<file path="config.mk">
export PLATFORM = sky130hd
export DESIGN_NAME = branch_resolve
export DESIGN_NICKNAME = d
export VERILOG_FILES = /design/src/rtl/branch_resolve.sv
export SDC_FILE = /design/constraint.sdc
export NUM_CORES = 1
export LEC_CHECK = 0
export ABC_AREA = 1
export CAP_MARGIN = 5
export CORE_MARGIN = 5
export CORE_UTILIZATION = 30
export DETAILED_ROUTE_END_ITERATION = 8
export GPL_ROUTABILITY_DRIVEN = 0
export PLACE_DENSITY = 0.55
export SLEW_MARGIN = 20
export SYNTH_ARGS = -nofsm -noshare
export SYNTH_HDL_FRONTEND = slang
export SYNTH_SLANG_ARGS = --single-unit
</file>
<file path="constraint.sdc">
create_clock -name clk -period 8.15 [get_ports clk]
set_input_delay 2.445 -clock clk [delete_from_list [all_inputs] [get_ports clk]]
set_output_delay 2.445 -clock clk [all_outputs]
set_load 0.02 [all_outputs]
</file>
<file path="src/rtl/branch_resolve.sv">
// branch_resolve: queues branch-unit results, writes them back to the ROB and redirects/flushes fetch on a taken (mispredicted) branch.
// Optional statistics counters are built when BRANCH_RESOLVE_STATS_EN is defined.
module branch_resolve #(
  parameter int TAG_W = 5,
  parameter int DEPTH = 4
) (
  input  logic             clk,
  input  logic             rst,
  input  logic [TAG_W-1:0] br_tag,
  input  logic             br_taken,
  input  logic [31:0]      br_target,
  output logic             in_ready,
  output logic             overflow,
  output logic             rob_wb_valid,
  output logic [TAG_W-1:0] rob_wb_tag,
  output logic [31:0]      rob_wb_val,
  output logic             redirect_valid,
  output logic [31:0]      redirect_pc,
  input  logic             redirect_ready,
  output logic             flush,
  output logic [TAG_W-1:0] flush_tag,
  output logic [31:0]      br_count,
  output logic [31:0]      mispred_count
);
  localparam int AW = $clog2(DEPTH);
  localparam logic [TAG_W-1:0] TAG_INVALID = '1;
  typedef enum logic [1:0] {IDLE, WB, REDIRECT, FLUSH} state_t;
  state_t            r_state;
  logic [TAG_W+32:0] r_mem [DEPTH];
  logic [AW:0]       r_wp, r_rp;
  logic [TAG_W-1:0]  r_tag;
  logic              r_taken;
  logic [31:0]       r_target;
  logic              w_empty, w_full, w_pop, w_in_valid, w_push;
  logic [TAG_W+32:0] w_head;
  assign w_empty    = r_wp == r_rp;
  assign w_full     = (r_wp[AW] != r_rp[AW]) && (r_wp[AW-1:0] == r_rp[AW-1:0]);
  assign w_pop      = (r_state == IDLE) && !w_empty;
  assign in_ready   = !w_full || w_pop;
  assign w_in_valid = br_tag != TAG_INVALID;
  assign w_push     = w_in_valid && in_ready;
  assign w_head     = r_mem[r_rp[AW-1:0]];
  // a push into a full FIFO with a simultaneous pop reuses the slot being read out
  always_ff @(posedge clk)
    if (w_push) r_mem[r_wp[AW-1:0]] <= {br_tag, br_taken, br_target};
  always_ff @(posedge clk or posedge rst)
    if (rst) begin
      r_wp     <= '0;
      r_rp     <= '0;
      overflow <= 1'b0;
    end else begin
      if (w_push) r_wp <= r_wp + 1'b1;
      if (w_pop) r_rp <= r_rp + 1'b1;
      if (w_in_valid && !in_ready) overflow <= 1'b1;
    end
  always_ff @(posedge clk or posedge rst)
    if (rst) begin
      r_state        <= IDLE;
      r_tag          <= TAG_INVALID;
      r_taken        <= 1'b0;
      r_target       <= '0;
      rob_wb_valid   <= 1'b0;
      rob_wb_tag     <= TAG_INVALID;
      rob_wb_val     <= '0;
      redirect_valid <= 1'b0;
      redirect_pc    <= '0;
      flush          <= 1'b0;
      flush_tag      <= TAG_INVALID;
    end else begin
      case (r_state)
        IDLE: if (w_pop) begin
          r_state      <= WB;
          r_tag        <= w_head[TAG_W+32:33];
          r_taken      <= w_head[32];
          r_target     <= w_head[31:0];
          rob_wb_valid <= 1'b1;
          rob_wb_tag   <= w_head[TAG_W+32:33];
          rob_wb_val   <= {31'b0, w_head[32]};
        end
        WB: begin
          rob_wb_valid   <= 1'b0;
          rob_wb_tag     <= TAG_INVALID;
          rob_wb_val     <= '0;
          r_state        <= r_taken ? REDIRECT : IDLE;
          redirect_valid <= r_taken;
          redirect_pc    <= r_taken ? r_target : 32'd0;
        end
        REDIRECT: if (redirect_ready) begin
          r_state        <= FLUSH;
          redirect_valid <= 1'b0;
          redirect_pc    <= '0;
          flush          <= 1'b1;
          flush_tag      <= r_tag;
        end
        FLUSH: begin
          r_state   <= IDLE;
          flush     <= 1'b0;
          flush_tag <= TAG_INVALID;
        end
      endcase
    end
`ifdef BRANCH_RESOLVE_STATS_EN
  logic [31:0] r_br_count, r_mispred_count;
  always_ff @(posedge clk or posedge rst)
    if (rst) begin
      r_br_count      <= '0;
      r_mispred_count <= '0;
    end else if (r_state == WB) begin
      if (r_br_count != '1) r_br_count <= r_br_count + 32'd1;
      if (r_taken && r_mispred_count != '1) r_mispred_count <= r_mispred_count + 32'd1;
    end
  assign br_count      = r_br_count;
  assign mispred_count = r_mispred_count;
`else
  assign br_count      = '0;
  assign mispred_count = '0;
`endif
endmodule

</file>
Yosys cells after proc, flatten, opt, wreduce, memory -nomap -nowiden
Memories as Yosys holds them, arrays and structs flattened.
Index checks and enable logic that the tools add are counted.
{"block": "totals", "regBits": 124, "latch_bits": 0, "ram_bits": 152, "romBits": 0, "in_bits": 41, "output_inout_bits": 143, "elab_cells": 64, "mem_count": 1}
{"block": "classes", "n_addsub": 2, "mul": 0, "div_mod_pow": 0, "order_cmp": 0, "eq_ne": 9, "shift": 0, "n_mux": 21, "n_bitwise": 0, "reduce_logical": 17}
{"name": "r_mem", "words": 4, "word_bits": 38, "rd": 1, "rd_clocked_by_memory_dff": 0, "write_ports": 1, "line": "29", "text": "logic [TAG_W+32:0] r_mem [DEPTH];"}
{"operator": "one-hot mux 32 bit (2 select lines)", "n": 2}
{"operator": "two-way mux 32 bit", "n": 3}
{"operator": "one-hot mux 5 bit (2 select lines)", "n": 2}
{"operator": "two-way mux 5 bit", "n": 2}
{"operator": "AND reduction 2 bit", "n": 5}
{"operator": "one-hot mux 2 bit (4 select lines)", "n": 1}
{"operator": "adder 3 x 1 -> 3 bit, second input constant", "n": 2}
{"operator": "two-way mux 2 bit", "n": 3}
{"operator": "one-hot mux 1 bit (2 select lines)", "n": 3}
{"operator": "nonzero test 2 bit", "n": 3}
{"operator": "two-way mux 1 bit", "n": 5}
{"operator": "inequality test 5 bit, second input constant", "n": 1}
{"operator": "== test 2 bit, second input constant", "n": 2}
{"operator": "logical AND 1 bit", "n": 4}
{"operator": "inequality test 2 bit, second input constant", "n": 2}
{"operator": "== test 3 bit", "n": 1}
{"operator": "logical NOT 1 bit", "n": 3}
{"operator": "== test 2 x 1 -> 1 bit, second input constant", "n": 1}
{"operator": "== test 2 bit", "n": 1}
{"operator": "logical NOT 2 bit", "n": 1}
{"operator": "logical OR 1 bit", "n": 1}
{"operator": "inequality test 1 bit", "n": 1}

Depth between registers and ports, before layout
{"block": "depth", "ltp_word": 7, "depth_mapped": 9, "ltp_nobuf": 8}

Worst setup path before layout
OpenSTA, ideal clock, no wires.
{"block": "synth_path", "path_kind": "input -> register", "startpoint": "input port br_tag[4]", "endpoint": "memory r_mem[0][0] in the netlist's numbering, enable pin", "setup_time_ns": 0.433, "arrival_time_ns": 4.418, "required_ns": 7.717, "slack_ns": 3.299, "path_stages": 4, "path_buffers": 0, "path_cell_list": "nand3_1 nand3b_1 nand2_2 nor2_1"}
{"block": "synth_between", "elab_chain_cells": 4}
{"item": "from (decl)", "line": "9", "text": "input logic [TAG_W-1:0] br_tag,"}
{"item": "inequality test 5 bit", "line": "40", "text": "assign w_in_valid = br_tag != TAG_INVALID;"}
{"item": "logical AND 1 bit", "line": "41", "text": "assign w_push = w_in_valid && in_ready;"}
{"item": "two-way mux 1 bit", "line": "45", "text": "if (w_push) r_mem[r_wp[AW-1:0]] <= {br_tag, br_taken, br_target};"}
{"item": "two-way mux 1 bit (not written as such)", "line": "45"}
{"item": "to (decl)", "line": "29"}
Every way passes these cells.

Worst setup path in the final report
{"block": "layout_path", "startpoint": "register r_rp[0]", "endpoint": "output port in_ready"}
{"block": "layout_between", "elab_chain_cells": 4, "elab_cells_between_ends": 7, "cone_classes": "eq/ne (2); reduce/logical (5)"}
{"item": "from (decl)", "line": "30", "text": "logic [AW:0] r_wp, r_rp;"}
{"item": "from (signal assigned)", "line": "53", "text": "if (w_pop) r_rp <= r_rp + 1'b1;"}
{"item": "== test 3 bit / == test 2 bit (equally long branches)", "line": "36, 37"}
{"item": "logical NOT 1 bit / logical AND 1 bit (equally long branches)", "line": "38, 37"}
{"item": "logical AND 1 bit / logical NOT 1 bit (equally long branches)", "line": "38, 39"}
{"item": "logical OR 1 bit *", "line": "39", "text": "assign in_ready = !w_full || w_pop;"}
{"item": "to (decl)", "line": "12", "text": "output logic in_ready,"}
Mark *: on every way between the ends. The rest lies on a longest branch, timed or not.

==> results_dict.tcl <==
set metrics [dict create \
    fmax_ghz 0.190 \
    io_pins 184 \
    gr-total-overflow 0 \
    hold_slack_ns 0.459 \
    layout_worst_path_cycle_share 0.646 \
    yosysMostFrequentCell "nand2_1" \
    cts.reportedPaths.clkPinSlew_ns 0.06 \
    ant_nets 0 \
    hp-start "overflow$_DFFE_PP0P_" \
    instances_no_fill 1511 \
    wl_per_cell_um 14.9 \
    drt-initial-drc-count 508 \
    syn_inst 967 \
    synth.ff_latch_count 245 \
    rsz0062_at_grt "false" \
    cts.repair.resized 0 \
    cp_max_fo 46 \
    clock_latency_ns 0.51 \
    die_area_um2 38600 \
    dpl.hpwl_um 14700 \
    die_w_um 197 \
    cts_hold_buf 0 \
    clock_skew_ns 0.00883 \
    reg2reg_slack_ns 4.95 \
    synth_edf_count 152 \
    grt_max_degree 78 \
    areaGrowthSynthToFinish_pct 16.2 \
    reg2reg_depth 8 \
    period_needed_ns 5.26 \
    hold_violations 0 \
    h-tree-depth 1 \
    start_kind "register" \
    grtUsageTotal 0.113 \
    worst-setup-path-type "register to output port" \
    relSlewSlack 0.360 \
    synth_ff_type "edfxtp_1" \
    syn-mean-instance-area_um2 10.8 \
    synthesis.area_um2 10400 \
    port_buffers 88 \
    yosysTopAreaCellShare 0.437 \
    rows 68 \
    min_path_type "register to register" \
    worstHoldEndpoint "overflow$_DFFE_PP0P_" \
    grt_pass1_vias 6236 \
    worstMarginPinSlew_ns 0.957 \
    status "finished clean" \
    cts_max_path_buffers 3 \
    drive_above_1_share 0.0739 \
    cts.sinks 245 \
    crit_required_ns 5.71 \
    grt_pass1_wl_um 35500 \
    setup_viol 0 \
    die_y_um 197 \
    crit_path_end_kind "output port" \
    fillers 3409 \
    power.leakage_nw 5.08 \
    dp_worst_setup_slack_ns 3.36 \
    synth_area_leaders "edfxtp_1, dfrtp_1, buf_4" \
    num-nets-final 1084 \
    place_inst 1467 \
    cts_buffers 24 \
    r2r-start "r_rp[1]$_DFFE_PP0P_" \
    cts_tree "done" \
    maxCapViolCount 0 \
    r2r-end "r_target[18]$_DFFE_PP0P_" \
    async_reset_ff_frac 0.380 \
    yosysWarningCount 0 \
    yosysTopAreaCell "edfxtp_1" \
    wl_um 22500 \
    hold_depth 2 \
    power_density_nw_per_um2 426 \
    tns_ns 0 \
    core_area_um2 34500 \
    maxSlewViolCount 0 \
    setup_slack_ns 2.89 \
    synth-seq-area-share 0.662 \
    synth_common_cells "nand2_1, edfxtp_1, nand3_1" \
    dr.pass1.iters 4 \
    post_cts_buffers 0 \
    ir_worst_vdd_v 0.000196 \
    antenna_found_initial 0 \
    viasPerCell 4.30 \
    power_mw 5.17 \
    start_util 0.303 \
    num_antenna_cells 0 \
    cp.arrival_ns 2.82 \
    synth_cell_type_count 25 \
    drcViolationCount 0 \
    cts_root_buffer "clkbuf_16" \
    dr_total_vias 6495 \
]
-- sequential cells by signal, indices dropped and copies added (netlist names), named ones only --
name / count
r_wp: 3
flush: 1
r_tag: 5
r_rp: 3
redirect_pc: 32
flush_tag: 5
r_state: 1
rob_wb_tag: 5
rob_wb_valid: 1
r_target: 32
r_mem: 152
redirect_valid: 1
overflow: 1
r_taken: 1
rob_wb_val: 1
-- worst max-delay path by stage --
stage | start | end | slack [ns] | cells past startpoint
3_5_place_dp | r_rp[0]$_DFFE_PP0P_ | in_ready | 3.36 | 7
3_3_place_gp | r_rp[0]$_DFFE_PP0P_ | in_ready | 3.38 | 7
4_1_cts | r_rp[0]$_DFFE_PP0P_ | in_ready | 2.81 | 7
5_1_grt | r_rp[0]$_DFFE_PP0P_ | in_ready | 2.61 | 7
6_report | r_rp[0]$_DFFE_PP0P_ | in_ready | 2.89 | 7
2_1_floorplan | br_tag[4] | r_mem[0][0]$_DFFE_PP_ | 3.30 | 4
-- cell families after synthesis --
family                     after synthesis  synth area share
AOI/OAI and AO/OA                      101            0.0484
xor gates and xnor gates                 3           0.00252
and+or+nand+nor                        428             0.172
buffers and inverters                  184             0.109
other                                    1          0.000359
DFF                                    245             0.662
adders and majority gates                5           0.00599
-- through the flow --
step                       util  area, µm²
after floorplan               -      10800
after global placement    0.330      11400
after detailed placement  0.330      11400
after CTS                 0.352      12100
after global routing      0.352      12100
final                     0.352      12100
-- area by class of cell --
type                       instances  area, µm²  area share
multi-input combinational        632       2770       0.229
tap                              455        569      0.0469
clock inverter                    12        105     0.00866
sequential                       245       6910       0.570
inverter                          36        136      0.0112
timing repair buffer              99        963      0.0794
clock buffer                      32        672      0.0554
-- cells in the final DEF, fill, tap and decap left out, types with 3 or more instances in the layout --
cell,instances
nand2_1,184
edfxtp_1,152
nand3_1,130
nor2_1,103
conb_1,95
clkdlybuf4s50_1,88
dfrtp_1,75
o21ai_0,63
o21ai_1,36
inv_1,32
clkbuf_16,25
dfstp_2,15
buf_4,11
clkinv_2,6
ha_1,5
clkbuf_1,5
nor2_4,4
clkinv_1,4
inv_2,3
nand2_2,3
dfrtp_2,3
-- routing by layer --
metal / global-route usage / vias up / part of all wire / routed length (µm)
met2: 0.167 / 192 / 0.42 / 9440
met1: 0.171 / 3091 / 0.50 / 11400
met3: 0.0197 / 25 / 0.058 / 1310
li1: - / 3187 / - / -
met4: 0.0288 / 0 / 0.017 / 391
met5: 0 / - / 0 / 0
-- power by group --
part           internal [mW]  switching [mW]  total [mW]
logic                  0.620            1.29        1.91
registers               1.93           0.246        2.18
clock network          0.640           0.445        1.09
-- critical path: stages, from the launching register on --
cell             delay (ns)
dfrtp_2                0.76
buf_4                  0.51
inv_2                  0.08
nand2_1                0.07
nand2_1                0.05
nor2_1                 0.15
nand2_2                0.12
clkdlybuf4s50_1        0.56
(Power assumes the default switching activity.)
